--- src/rtl/mem_arbiter_pkg.sv ---
// Shared cpu package for the memory arbiter.
// Holds the requester-ID enum used for the pending read owner and the
// last-grant pointer, the default bus widths and a saturating counter helper.
package mem_arbiter_pkg;

  localparam int DEFAULT_ADDR_WIDTH = 17;
  localparam int DEFAULT_DATA_WIDTH = 32;
  localparam int CNT_WIDTH          = 16;

  typedef enum logic [1:0] {
    REQ_NONE = 2'd0,
    REQ_IF   = 2'd1,
    REQ_LS   = 2'd2
  } req_id_e;

  // Increment that sticks at all-ones instead of wrapping.
  function automatic logic [CNT_WIDTH-1:0] sat_inc(input logic [CNT_WIDTH-1:0] v);
    return (v == {CNT_WIDTH{1'b1}}) ? v : v + {{(CNT_WIDTH-1){1'b0}}, 1'b1};
  endfunction

endpackage

--- src/rtl/mem_arbiter_rr.sv ---
// rr_arbiter2: two-requester round-robin arbiter.
// Ports:
//   clk, rst_n  - clock, asynchronous active-low reset
//   req[1:0]    - requests, bit 0 = instruction fetch, bit 1 = load/store
//   gnt[1:0]    - one-hot (or zero) combinational grants, same bit order
// Owns the last-grant pointer. It resets to LS so that fetch wins the first
// conflict, and it moves only in cycles where a grant is actually issued.
module rr_arbiter2
  import mem_arbiter_pkg::*;
(
  input  logic       clk,
  input  logic       rst_n,
  input  logic [1:0] req,
  output logic [1:0] gnt
);

  req_id_e last_q;

  always_comb begin
    gnt = 2'b00;
    case (req)
      2'b01:   gnt = 2'b01;
      2'b10:   gnt = 2'b10;
      // Contention: favour whoever was not served most recently.
      2'b11:   gnt = (last_q == REQ_LS) ? 2'b01 : 2'b10;
      default: gnt = 2'b00;
    endcase
  end

  always_ff @(posedge clk or negedge rst_n) begin
    if (!rst_n) begin
      last_q <= REQ_LS;
    end else if (gnt[0]) begin
      last_q <= REQ_IF;
    end else if (gnt[1]) begin
      last_q <= REQ_LS;
    end
  end

endmodule

--- src/rtl/mem_arbiter.sv ---
// mem_arbiter: shares one single-port RAM between an instruction-fetch port
// and a load/store port.
// Ports:
//   clk, a_reset_n                 - clock, asynchronous active-low reset
//   if_req/if_addr                 - fetch read request (held until granted)
//   if_gnt/if_rvalid               - fetch accepted / fetch data valid
//   ls_req/ls_we/ls_addr/ls_wdata  - load/store request (held until granted)
//   ls_gnt/ls_rvalid               - load/store accepted / load data valid
//   rdata                          - shared read data, qualified by the rvalids
//   ram_address/ram_we/ram_re/ram_wdata - RAM command, driven in grant cycle
//   ram_rdata                      - RAM read data, one cycle after ram_re
//   conflict_cnt                   - saturating count of contention cycles
// Handshake: a request is accepted in the cycle its gnt is high (gnt is a
// combinational function of the requests and the last-grant pointer); a
// granted read returns data with a one-cycle rvalid pulse in the next cycle.
// Stores finish in their grant cycle and never pulse rvalid.
module mem_arbiter
  import mem_arbiter_pkg::*;
#(
  parameter int ADDR_WIDTH = DEFAULT_ADDR_WIDTH,
  parameter int DATA_WIDTH = DEFAULT_DATA_WIDTH
) (
  input  logic                  clk,
  input  logic                  a_reset_n,
  input  logic                  if_req,
  input  logic [ADDR_WIDTH-1:0] if_addr,
  output logic                  if_gnt,
  output logic                  if_rvalid,
  input  logic                  ls_req,
  input  logic                  ls_we,
  input  logic [ADDR_WIDTH-1:0] ls_addr,
  input  logic [DATA_WIDTH-1:0] ls_wdata,
  output logic                  ls_gnt,
  output logic                  ls_rvalid,
  output logic [DATA_WIDTH-1:0] rdata,
  output logic [ADDR_WIDTH-1:0] ram_address,
  output logic                  ram_we,
  output logic                  ram_re,
  output logic [DATA_WIDTH-1:0] ram_wdata,
  input  logic [DATA_WIDTH-1:0] ram_rdata,
  output logic [15:0]           conflict_cnt
);

  logic [1:0] req;
  logic [1:0] gnt;
  req_id_e    pend_q;
  req_id_e    pend_d;
  logic [15:0] cnt_q;

  // Masking with reset keeps grants low while reset is asserted.
  assign req = {ls_req & a_reset_n, if_req & a_reset_n};

  rr_arbiter2 u_rr (
    .clk   (clk),
    .rst_n (a_reset_n),
    .req   (req),
    .gnt   (gnt)
  );

  assign if_gnt = gnt[0];
  assign ls_gnt = gnt[1];

  // RAM command from the winner; idle cycles drive zeros on the don't-care
  // fields to keep the bus quiet.
  always_comb begin
    ram_address = '0;
    ram_wdata   = '0;
    ram_we      = 1'b0;
    ram_re      = 1'b0;
    if (gnt[0]) begin
      ram_address = if_addr;
      ram_re      = 1'b1;
    end else if (gnt[1]) begin
      ram_address = ls_addr;
      ram_we      = ls_we;
      ram_re      = ~ls_we;
      ram_wdata   = ls_wdata;
    end
  end

  // Pending-owner register: records who gets the data returning next cycle.
  // It is rewritten every cycle, so back-to-back reads overlap cleanly.
  always_comb begin
    pend_d = REQ_NONE;
    if (gnt[0]) begin
      pend_d = REQ_IF;
    end else if (gnt[1] && !ls_we) begin
      pend_d = REQ_LS;
    end
  end

  always_ff @(posedge clk or negedge a_reset_n) begin
    if (!a_reset_n) begin
      pend_q <= REQ_NONE;
    end else begin
      pend_q <= pend_d;
    end
  end

  assign if_rvalid = (pend_q == REQ_IF);
  assign ls_rvalid = (pend_q == REQ_LS);
  assign rdata     = ram_rdata;

  always_ff @(posedge clk or negedge a_reset_n) begin
    if (!a_reset_n) begin
      cnt_q <= '0;
    end else if (if_req && ls_req) begin
      cnt_q <= sat_inc(cnt_q);
    end
  end

  assign conflict_cnt = cnt_q;

endmodule
--- config.mk ---
export PLATFORM = sky130hd
export DESIGN_NAME = mem_arbiter
export DESIGN_NICKNAME = d
export VERILOG_FILES = /design/src/rtl/mem_arbiter_pkg.sv /design/src/rtl/mem_arbiter_rr.sv /design/src/rtl/mem_arbiter.sv
export SDC_FILE = /design/constraint.sdc
export NUM_CORES = 1
export LEC_CHECK = 0
export CAP_MARGIN = 10
export CORE_MARGIN = 1
export CORE_UTILIZATION = 26
export CTS_CLUSTER_DIAMETER = 60
export DETAILED_ROUTE_END_ITERATION = 16
export PLACE_DENSITY = 0.81
export SLEW_MARGIN = 5
export SYNTH_ARGS = -nofsm -noshare
export SYNTH_HDL_FRONTEND = slang
export SYNTH_SLANG_ARGS = --single-unit
--- constraint.sdc ---
create_clock -name clk -period 2.6 [get_ports clk]
set_input_delay 0.78 -clock clk [delete_from_list [all_inputs] [get_ports clk]]
set_output_delay 0.78 -clock clk [all_outputs]
set_load 0.01 [all_outputs]
==> impl_metrics.tcl <==
set metrics [dict create \
    rows 28 \
    cts_htree_levels 1 \
    endpoint_kind "output port" \
    grt_max_degree 24 \
    drtAntennaViolNets 0 \
    cp_common_cell "buf_6" \
    netlist.area_leader.share 0.285 \
    max_stage_delay_ps 260 \
    io-pin-count 206 \
    ys_warn_count 0 \
    cts_tree "done" \
    p_per_area_nw_per_um2 433 \
    arrival_ps 1800 \
    gp_congestion 0.867 \
    synth_top_cell_by_area "dfrtp_1" \
    drt_first_pass_iters 4 \
    ys_ff_latch 20 \
    max_freq_mhz 388 \
    globalRouteOverflowTotal 0 \
    max-slew-margin-rel 0.691 \
    syn2layout_area_growth_pct 85.8 \
    syn_avg_cell_area_um2 9.05 \
    synth_edf_count 0 \
    antennaDiodeCount 0 \
    start_kind "input pin" \
    postSynthCellCount 184 \
    worstMarginPinSlew_ps 462 \
    wl_per_cell_um 15.9 \
    grt_util_met3 0.0722 \
    design.core.area_um2 6060 \
    clock_latency_ps 270 \
    clock-skew-final_ps 7.94 \
    critPathMaxFanout 5 \
    seq_area_frac_synth 0.301 \
    placed_cells 370 \
    root_buffer "clkbuf_8" \
    drt-initial-drc-count 48 \
    instances_no_fill 382 \
    synth_area_leaders "dfrtp_1, buf_4, and2_1" \
    fin_area_um2 3090 \
    drcViolationCount 0 \
    hp-class "flip-flop to flip-flop" \
    outcome "completed" \
    syn_nets 288 \
    grt_use_met1 0.184 \
    place_area_um2 2990 \
    final-max-slew-violation-count 0 \
    finalHoldViolCount 0 \
    leakagePower_nw 1.37 \
    holdWs_ps 526 \
    crit_slowest_cell "bufbuf_16" \
    path_cells "buf_6 -> buf_6 -> nand2_4 -> a21oi_4 -> buf_6 -> bufbuf_16 -> or2_4 -> buf_6" \
    place_ws_ps -726 \
    synth.cell_area_um2 1670 \
    grt_util_met2 0.305 \
    drive_gt1_frac 0.261 \
    vias 1851 \
    required_ps 1820 \
    fp.dieH_um 82.0 \
    portBuffers 141 \
    cts_sinks 20 \
    setup_viol 0 \
    finalCritPeriodShare 0.990 \
    grt_pass1_vias 1850 \
    die_area_um2 6730 \
    vias_per_cell 4.85 \
    r2r_slack_ps 730 \
    clkTransAtPathRegs_ps 80 \
    grt_pass1_wl_mm 8.73 \
    busiest_layer "met2" \
    rsz0062_at_grt "yes" \
    yosysUniqueCellTypes 41 \
    total_power_w 0.00134 \
    min_period_ps 2580 \
    dpl.hpwl_mm 4.70 \
    nets 412 \
    clockBufferDepth 2 \
    vdd_drop_max_mv 0.398 \
    synth_async_sr_flop_share 1.00 \
    antenna_found_initial 0 \
    numCtsBuffers 3 \
    max-cap-violations 0 \
    die_x_um 82.0 \
    worstSetupPathType "input pin to output port" \
    fin_ws_ps 24.9 \
    track_usage 0.171 \
    wirelength_mm 6.06 \
    synth_flop_cell "dfrtp_1" \
    initial_core_util 0.275 \
]
-- cell type report --
type | instances | area, um2
clock buffer | 3 | 41.3
clock inverter | 1 | 30.0
fill | 576 | 2970
inverter | 2 | 7.51
multi-input combinational | 123 | 913
sequential | 20 | 502
tap | 75 | 93.8
timing repair buffer | 158 | 1510
-- through the flow --
step	utilization	TNS, ps
finish	0.511	0
global route	0.511	-0.790
detailed placement	0.493	-34730
floorplan	-	0
CTS	0.512	-20.3
global placement	0.493	-34400
-- worst paths after layout --
path / cells past startpoint / start / to
hold reg to reg: 1 / conflict_cnt[6] / conflict_cnt[6]
max in group asynchronous: 2 / a_reset_n / u_rr.last_q[1]
min in group asynchronous: 2 / a_reset_n / conflict_cnt[2]
hold / removal: 1 / conflict_cnt[6] / conflict_cnt[6]
setup / recovery: 8 / if_req / ram_re
setup reg to reg: 5 / conflict_cnt[0] / conflict_cnt[1]
-- registers in the layout, indices dropped and copies added, names as in the netlist --
register      count
conflict_cnt     16
pend_q            2
u_rr.last_q       2
-- layout by cell type, fill, tap and decap left out, types with 2 or more instances in the layout --
master            n
a211oi_2          2
a21oi_1           2
a22o_1           17
a31oi_1           3
and2_1           33
and4_1            2
buf_12            3
buf_16            2
buf_2            30
buf_4             6
buf_6             7
clkbuf_2          2
clkbuf_8          3
clkdlybuf4s15_1  11
clkdlybuf4s15_2   7
clkdlybuf4s50_1  85
dfrtp_1          19
dlygate4sd2_1     4
inv_1             2
nand2_1           9
nand3_1           6
nand4_1           4
nor2_1            4
nor2b_1           3
nor3_1            4
xnor2_1           6
xor2_1            7
-- timing repair --
item                       in CTS  in global routing
gates resized for setup       180                 16
hold buffers                    0                  0
cloned                          3                  0
buffers inserted                5                  0
pin swaps                       4                  2
setup endpoints to repair      53                 22
-- where the power goes --
| part | switching, W | total (W) | leakage, nW | internal [W] |
|---|---|---|---|---|
| clock | 0.000113 | 0.000319 | 0.0357 | 0.000206 |
| sequential | 0.0000764 | 0.000445 | 0.258 | 0.000369 |
| combinational | 0.000220 | 0.000577 | 1.08 | 0.000357 |
| total | 0.000410 | 0.00134 | 1.37 | 0.000931 |
-- worst max-delay path: cells and delay by family --
| kind | cells | cell delay (ps) |
|---|---|---|
| buf+inv | 5 | 710 |
| compound gates | 1 | 40 |
| simple gates | 2 | 280 |
-- synthesized netlist by cell type, types with 2 or more instances --
master and n:
a211oi_2 2, a21oi_1 2, a22o_1 17, a31oi_1 3, and2_1 33, and4_1 2, buf_4 32, clkbuf_1 5
dfrtp_1 19, inv_1 2, nand2_1 10, nand3_1 6, nand4_1 4, nor2_1 4, nor2b_1 3, nor3_1 4
xnor2_1 6, xor2_1 7
-- metal layers --
| metal | up-vias | wire (um) |
|---|---|---|
| met3 | 5 | 605 |
| met1 | 870 | 2260 |
| met4 | 0 | 67 |
| li1 | 856 | - |
| met2 | 120 | 3120 |
| met5 | - | 0 |
-- kinds of logic (layout without fill, tap and decap cells) --
| kind of cell | after synthesis | after routing | synth area share |
|---|---|---|---|
| flip-flops | 20 | 20 | 0.301 |
| AND/OR/NAND/NOR | 80 | 80 | 0.298 |
| buffers and inverters | 41 | 164 | 0.170 |
| AO/OA/AOI/OAI | 27 | 27 | 0.139 |
| XOR/XNOR | 13 | 13 | 0.0684 |
| adder cells (fa/ha/maj) | 1 | 1 | 0.00751 |
| multiplexers | 2 | 2 | 0.0158 |
(Power assumes the default switching activity.)
